--- src/rtl/fifo_write_arbiter.sv ---
// fifo_write_arbiter
//   Round-robin arbiter that shares the single write port of the async FIFO
//   among NUM_REQ requesters. Lives entirely in the write-clock domain.
//   Each grant covers a burst of up to BURST_LEN words. A burst ends early
//   when the granted requester drops req. Writes stall, and data is never
//   lost, while fifo_full is high. IDLE is always visited between two grants.
//
// Optional feature (macro FIFO_ARB_TIMEOUT_EN):
//   A stall counter forces re-arbitration after TIMEOUT_CYCLES consecutive
//   full-stalled cycles. Without the macro, a full stall holds the grant
//   indefinitely.
//
// Ports:
//   clk         write-domain clock (same as FIFO wr_clk)
//   rst         asynchronous, active-low reset
//   req         per-requester write request; held with stable data until acked
//   data_in     packed request data, requester i at [i*DATA_WIDTH +: DATA_WIDTH]
//   fifo_full   FIFO full flag (clk domain)
//   ack         one-hot; ack[i]=1 in the cycle requester i's word is written
//   fifo_wr_req FIFO write strobe
//   fifo_data   word presented to FIFO data_in
//   grant_id    currently / last granted requester
//   busy        high while a grant is active (XFER)
module fifo_write_arbiter #(
  parameter int NUM_REQ        = 4,
  parameter int DATA_WIDTH     = 1,
  parameter int BURST_LEN      = 4,
  parameter int TIMEOUT_CYCLES = 8,
  localparam int GW            = (NUM_REQ > 1) ? $clog2(NUM_REQ) : 1
) (
  input  logic                          clk,
  input  logic                          rst,
  input  logic [NUM_REQ-1:0]            req,
  input  logic [NUM_REQ*DATA_WIDTH-1:0] data_in,
  input  logic                          fifo_full,
  output logic [NUM_REQ-1:0]            ack,
  output logic                          fifo_wr_req,
  output logic [DATA_WIDTH-1:0]         fifo_data,
  output logic [GW-1:0]                 grant_id,
  output logic                          busy
);

  typedef enum logic [0:0] {
    S_IDLE = 1'b0,
    S_XFER = 1'b1
  } state_t;

  localparam logic [3:0]    BURST_C = 4'(BURST_LEN);
  localparam logic [GW-1:0] LAST_RST = GW'(NUM_REQ - 1);

  state_t        state_q, state_d;
  logic [GW-1:0] grant_id_q, grant_id_d;
  logic [GW-1:0] last_grant_q, last_grant_d;
  logic [3:0]    count_q, count_d;
  logic          sel_req_s;
  logic          wr_s;

`ifdef FIFO_ARB_TIMEOUT_EN
  localparam int          SW = $clog2(TIMEOUT_CYCLES + 1);
  localparam logic [SW-1:0] TIMEOUT_C = SW'(TIMEOUT_CYCLES);
  logic [SW-1:0] stall_q, stall_d;
`endif

  // First set request bit strictly after 'last', wrapping modulo NUM_REQ.
  function automatic logic [GW-1:0] rr_pick(input logic [NUM_REQ-1:0] r,
                                            input logic [GW-1:0]      last);
    logic [GW-1:0] pick;
    logic [GW-1:0] idx;
    logic          found;
    pick  = '0;
    found = 1'b0;
    for (int off = 1; off <= NUM_REQ; off++) begin
      idx = GW'((int'(last) + off) % NUM_REQ);
      if (!found && r[idx]) begin
        pick  = idx;
        found = 1'b1;
      end else begin
        found = found;
      end
    end
    return pick;
  endfunction

  // Write handshake: combinational so the write lands in the same cycle req/full allow it.
  always_comb begin
    sel_req_s = req[grant_id_q];
    wr_s      = (state_q == S_XFER) & sel_req_s & ~fifo_full;
    ack       = '0;
    ack[grant_id_q] = wr_s;
  end

  assign fifo_wr_req = wr_s;
  assign grant_id    = grant_id_q;
  assign busy        = (state_q == S_XFER);
  // Forced to zero while reset is held; otherwise the granted slice in every state.
  assign fifo_data   = rst ? data_in[grant_id_q*DATA_WIDTH +: DATA_WIDTH] : '0;

  // Next-state logic: arbitration in IDLE, beat counting and exits in XFER.
  always_comb begin
    state_d      = state_q;
    grant_id_d   = grant_id_q;
    last_grant_d = last_grant_q;
    count_d      = count_q;
`ifdef FIFO_ARB_TIMEOUT_EN
    stall_d      = '0;
`endif
    case (state_q)
      S_IDLE: begin
        if (|req) begin
          grant_id_d = rr_pick(req, last_grant_q);
          count_d    = 4'd0;
          state_d    = S_XFER;
        end else begin
          state_d    = S_IDLE;
        end
      end
      S_XFER: begin
        if (wr_s) begin
          count_d = count_q + 4'd1;
          if (count_d == BURST_C) begin
            state_d      = S_IDLE;
            last_grant_d = grant_id_q;
          end else begin
            state_d      = S_XFER;
          end
        end else if (!sel_req_s) begin
          // Requester withdrew: a partial burst is legal.
          state_d      = S_IDLE;
          last_grant_d = grant_id_q;
        end else begin
          // Full stall: hold grant and count.
`ifdef FIFO_ARB_TIMEOUT_EN
          stall_d = stall_q + {{(SW-1){1'b0}}, 1'b1};
          if (stall_d == TIMEOUT_C) begin
            state_d      = S_IDLE;
            last_grant_d = grant_id_q;
            stall_d      = '0;
          end else begin
            state_d      = S_XFER;
          end
`else
          state_d = S_XFER;
`endif
        end
      end
      default: begin
        state_d = S_IDLE;
      end
    endcase
  end

  // State registers with asynchronous active-low reset.
  always_ff @(posedge clk or negedge rst) begin
    if (!rst) begin
      state_q      <= S_IDLE;
      grant_id_q   <= '0;
      last_grant_q <= LAST_RST;
      count_q      <= 4'd0;
`ifdef FIFO_ARB_TIMEOUT_EN
      stall_q      <= '0;
`endif
    end else begin
      state_q      <= state_d;
      grant_id_q   <= grant_id_d;
      last_grant_q <= last_grant_d;
      count_q      <= count_d;
`ifdef FIFO_ARB_TIMEOUT_EN
      stall_q      <= stall_d;
`endif
    end
  end

endmodule

--- config.mk ---
export PLATFORM = sky130hd
export DESIGN_NAME = fifo_write_arbiter
export DESIGN_NICKNAME = d
export VERILOG_FILES = /design/src/rtl/fifo_write_arbiter.sv
export SDC_FILE = /design/constraint.sdc
export NUM_CORES = 1
export LEC_CHECK = 0
export BUFFER_PORTS_ARGS = -buffer_cell sky130_fd_sc_hd__buf_4
export CORE_UTILIZATION = 53
export CTS_CLUSTER_DIAMETER = 60
export DETAILED_ROUTE_END_ITERATION = 10
export GPL_TIMING_DRIVEN = 0
export PLACE_DENSITY = 0.81
export SLEW_MARGIN = 20
export SYNTH_ARGS = -nofsm -noshare
export SYNTH_HDL_FRONTEND = slang
export SYNTH_SLANG_ARGS = --single-unit
--- constraint.sdc ---
create_clock -name clk -period 3.1 [get_ports clk]
set_clock_uncertainty 0.15 [all_clocks]
set_input_delay 0.155 -clock clk [delete_from_list [all_inputs] [get_ports clk]]
set_output_delay 0.155 -clock clk [all_outputs]
set_load 0.03 [all_outputs]
==> results_tabular.tex <==
\begin{tabular}{lr}
\hline
Metric & Value \\
\hline
\multicolumn{2}{l}{\textbf{Clocking}} \\
\quad Clock sinks & 9 \\
\quad Cell at the root of the clock tree & sky130\_fd\_sc\_hd\_\_clkbuf\_4 \\
\quad Clock transition at the registers of the reported paths & 0.07 ns \\
\quad Clock tree from TritonCTS & done \\
\quad Clock H-tree levels & 1 \\
\quad Post-CTS resize count & 0 \\
\quad Clock network latency to the later pin of the worst-skew pair & 0.27 ns \\
\quad Post-CTS Setup Bufs & 0 \\
\quad Worst-case clock buffer depth & 2 \\
\quad CTS Buf Count & 3 \\
\multicolumn{2}{l}{\textbf{Placed design}} \\
\quad Final Wtd Congestion & 0.730 \\
\quad Detailed placer's ending HPWL & 1.17 mm \\
\quad IO Port Bufs & 19 \\
\multicolumn{2}{l}{\textbf{Setup path}} \\
\quad Worst Path Required & 2.79 ns \\
\quad Reg2reg end & last\_grant\_q[1] \\
\quad Worst reg2reg path startpoint & grant\_id[1] \\
\quad Critical path capture point type & output pin \\
\quad Critical path type & register to output pin \\
\quad CP peak stage delay & 0.43 ns \\
\quad Number of cells traversed by the worst register-to-register path & 5 \\
\quad Cell type of the slowest stage on the worst timing path & sky130\_fd\_sc\_hd\_\_or3b\_4 \\
\quad Worst Setup Start Kind & register \\
\quad Largest fanout on the critical path & 8 \\
\quad Setup slack, reg-to-reg & 1.20 ns \\
\quad Cells traversed along the worst timing path & clkbuf\_4 -> or3b\_4 -> o22ai\_4 -> buf\_4 \\
\quad Arrival time reported for the critical path endpoint & 1.69 ns \\
\multicolumn{2}{l}{\textbf{STA}} \\
\quad Period utilization & 0.645 \\
\quad Setup repair after global routing missed its margin & false \\
\quad Final hold viol count & 0 \\
\quad Count of pins over their slew limit & 0 \\
\quad Setup TNS after final layout & 0 ns \\
\quad Number of endpoints failing setup at the final stage & 0 \\
\quad Upper clock frequency limit & 0.500 GHz \\
\quad Transition at the pin with the smallest max-transition slack & 0.584 ns \\
\quad Final critical-path required period & 2.00 ns \\
\quad Slew margin rel. & 0.611 \\
\multicolumn{2}{l}{\textbf{Layout}} \\
\quad FF/Latch Area & 228 µm² \\
\quad Layout filler cell count & 88 \\
\quad Synth-to-Final Area Change & 28.3\% \\
\quad Antenna fix cells & 0 \\
\quad Fraction of final layout cells sized beyond drive strength 1 & 0.372 \\
\quad Total area of multi-input combinational cells & 433 µm² \\
\quad Number of nets in the final layout & 107 \\
\multicolumn{2}{l}{\textbf{Yosys}} \\
\quad Post-synth ARST share & 1.00 \\
\quad Library cell with the largest summed area after synthesis & sky130\_fd\_sc\_hd\_\_dfrtp\_1 \\
\quad Post-synthesis net count & 82 \\
\quad Mux cell area share after synthesis & 0.169 \\
\quad Library cell with the highest instance count after synthesis & sky130\_fd\_sc\_hd\_\_dfrtp\_1 \\
\quad Adder-cell share of the synthesized area & 0.0180 \\
\quad Cell types with the highest counts after synthesis & 7 x sky130\_fd\_sc\_hd\_\_dfrtp\_1, 5 x sky130\_fd\_sc\_hd\_\_nand2b\_1, 4 x sky130\_fd\_sc\_hd\_\_mux2i\_1 \\
\quad Synthesized cell area & 694 µm² \\
\quad Number of enable-type register cells in the synthesized netlist & 0 \\
\quad Sequential cell area fraction in the yosys report & 0.328 \\
\quad Leading post-synthesis cells by cell area & sky130\_fd\_sc\_hd\_\_dfrtp\_1 25\%, sky130\_fd\_sc\_hd\_\_dfstp\_2 7.6\%, sky130\_fd\_sc\_hd\_\_mux2i\_1 5.8\% \\
\quad Share of the synthesized area in compound gates (AO/OA/AOI/OAI) & 0.184 \\
\quad Post-synthesis share of cell area spent on xor and xnor gates & 0.0252 \\
\quad Area share of the leading cell type in the synthesized netlist & 0.252 \\
\quad Area fraction in and, or, nand and nor cells after synthesis & 0.227 \\
\quad FF+latch count, synth & 9 \\
\quad Warnings, synthesis & 0 \\
\quad Post-Synthesis Mean Instance Area & 9.92 µm² \\
\quad Largest family of logic cells by synthesized area & simple AND/OR/NAND/NOR gates \\
\quad Ys flop type & sky130\_fd\_sc\_hd\_\_dfrtp\_1 \\
\quad Instance count of the mapped netlist & 70 \\
\quad Distinct cells, synth & 39 \\
\multicolumn{2}{l}{\textbf{Worst hold path}} \\
\quad Worst min-delay path class & input pin to asynchronous set/reset pin \\
\multicolumn{2}{l}{\textbf{Die}} \\
\quad Core area & 1160 µm² \\
\quad Initial standard-cell utilization of the core & 0.601 \\
\quad Number of top-level design ports & 20 \\
\quad Floorplan row count & 12 \\
\quad Vertical die dimension & 38.2 µm \\
\quad DIE WIDTH & 38.2 µm \\
\quad Die Outline Area & 1460 µm² \\
\multicolumn{2}{l}{\textbf{Global route}} \\
\quad Maximum number of pins on one net before global-route repair & 11 \\
\quad Global Route Usage Sum & 0.264 \\
\quad Sum of overflow across all layers after global routing & 0 \\
\quad First-pass GRT wire length & 2.53 mm \\
\quad Number of global-route vias before repair & 548 \\
\quad Number of antenna violations at the first check in global routing & 0 \\
\multicolumn{2}{l}{\textbf{Run status}} \\
\quad Result of the run & finished clean \\
\multicolumn{2}{l}{\textbf{Power and ir drop}} \\
\quad Worst ir drop on vdd & 506 µV \\
\quad Total design power & 0.000799 W \\
\quad Internal power & 0.000451 W \\
\quad Clock group share of total power & 0.119 \\
\quad Net Switching & 0.000348 W \\
\quad Seq pwr share & 0.262 \\
\quad Leakage & 0.391 nW \\
\quad Fraction of power spent switching nets & 0.436 \\
\quad Logic pwr share & 0.618 \\
\quad Cell Pwr Density & 897 nW/µm² \\
\multicolumn{2}{l}{\textbf{Drt}} \\
\quad Number of DRC violations after detailed-routing iteration 0 & 14 \\
\quad TritonRoute pass-1 iters & 4 \\
\quad Routed len/inst & 14.1 µm \\
\quad Number of remaining DRC errors & 0 \\
\quad Total via count after detailed routing & 624 \\
\quad Count of nets left with antenna violations after detail routing & 0 \\
\quad Routed via count divided by cell count & 5.78 \\
\quad Routed wire length & 1.52 mm \\
\multicolumn{2}{l}{\textbf{Job}} \\
\quad Number of max-capacitance violations reported & 0 \\
\hline
\end{tabular}
[per-layer routing]
| metal | vias to the layer above | part of all wire | global-route usage |
|---|---|---|---|
| met5 | - | 0 | 0 |
| met4 | 0 | 0.0085 | 0.107 |
| met3 | 2 | 0.067 | 0.0756 |
| met2 | 20 | 0.49 | 0.419 |
| met1 | 299 | 0.43 | 0.333 |
| li1 | 303 | - | - |
[worst max-delay path by stage]
stage / slack, ns / to / startpoint
finish: 1.10 / fifo_wr_req / grant_id[0]
global route: 1.02 / fifo_wr_req / grant_id[0]
CTS: 1.08 / fifo_data / grant_id[0]
detailed placement: 1.18 / last_grant_q[1] / grant_id[1]
global placement: 1.24 / last_grant_q[1] / grant_id[1]
floorplan: 0.94 / ack[2] / grant_id[0]
[power by group through the flow]
stage	logic (W)	clock network, W	registers (W)
4_1_cts	0.000498	0.0000978	0.000210
3_5_place_dp	0.000496	0	0.000212
3_3_place_gp	0.000483	0	0.000208
5_1_grt	0.000542	0.000103	0.000216
2_1_floorplan	0.000337	0	0.000244
6_report	0.000494	0.0000953	0.000210
[registers in the layout (all words and copies together) (netlist names)]
name	flops
busy	1
count_q	4
last_grant_q	2
grant_id	2
[metrics by stage]
| stage | worst slack [ns] | cells | hold WS (ns) | util | cell area, µm² |
|---|---|---|---|---|---|
| CTS | 1.08 | 108 | 0.0822 | 0.771 | 891 |
| global route | 1.02 | 108 | 0.0999 | 0.771 | 891 |
| finish | 1.10 | 108 | 0.0868 | 0.771 | 891 |
| global placement | 1.24 | 103 | -0.166 | 0.739 | 855 |
| detailed placement | 1.18 | 103 | -0.164 | 0.739 | 855 |
| floorplan | 0.942 | 70 | -0.291 | - | 694 |
[cell type report]
type | count | share of cell area
Multi-Input combinational cell | 55 | 0.486
Sequential cell | 9 | 0.256
Inverter | 2 | 0.00843
Tap cell | 14 | 0.0197
Timing Repair Buffer | 20 | 0.171
Clock buffer | 4 | 0.0295
Buffer | 4 | 0.0295
[logic make-up after synthesis]
family | count (synthesis)
and+or+nand+nor | 27
AOI/OAI and AO/OA | 16
muxes | 9
DFF | 9
buffers and inverters | 6
xor gates and xnor gates | 2
adders and majority gates | 1
[repair_timing]
action	in CTS	in global routing
hold endpoints to repair	9	0
hold buffers	1	0
endpoints found under the setup margin	0	0
[worst max-delay path, delay by kind of cell, from the launching register on]
| family | cells | cell delay (ns) |
|---|---|---|
| buffers and inverters | 2 | 0.39 |
| DFF | 1 | 0.37 |
| and+or+nand+nor | 1 | 0.43 |
| AOI/OAI and AO/OA | 1 | 0.24 |
[cells in the final DEF (no fill, tap or decap), types with 2 or more instances in the layout]
| master | Yosys | routed |
|---|---|---|
| sky130_fd_sc_hd__clkbuf_1 | 2 | 3 |
| sky130_fd_sc_hd__buf_4 | 0 | 19 |
| sky130_fd_sc_hd__nand3_1 | 3 | 3 |
| sky130_fd_sc_hd__a21oi_1 | 3 | 3 |
| sky130_fd_sc_hd__nor2b_1 | 2 | 2 |
| sky130_fd_sc_hd__dfstp_2 | 2 | 2 |
| sky130_fd_sc_hd__a31oi_1 | 2 | 2 |
| sky130_fd_sc_hd__xnor2_1 | 2 | 2 |
| sky130_fd_sc_hd__nand2_1 | 3 | 3 |
| sky130_fd_sc_hd__clkbuf_4 | 1 | 4 |
| sky130_fd_sc_hd__nor3_1 | 3 | 3 |
| sky130_fd_sc_hd__dfrtp_1 | 7 | 7 |
| sky130_fd_sc_hd__inv_1 | 2 | 2 |
| sky130_fd_sc_hd__nor3b_1 | 2 | 2 |
| sky130_fd_sc_hd__mux2i_1 | 4 | 4 |
| sky130_fd_sc_hd__nor2_1 | 3 | 3 |
| sky130_fd_sc_hd__nand2b_1 | 5 | 5 |
| sky130_fd_sc_hd__o21ai_0 | 2 | 2 |
Power figures use the tool's default switching activity.
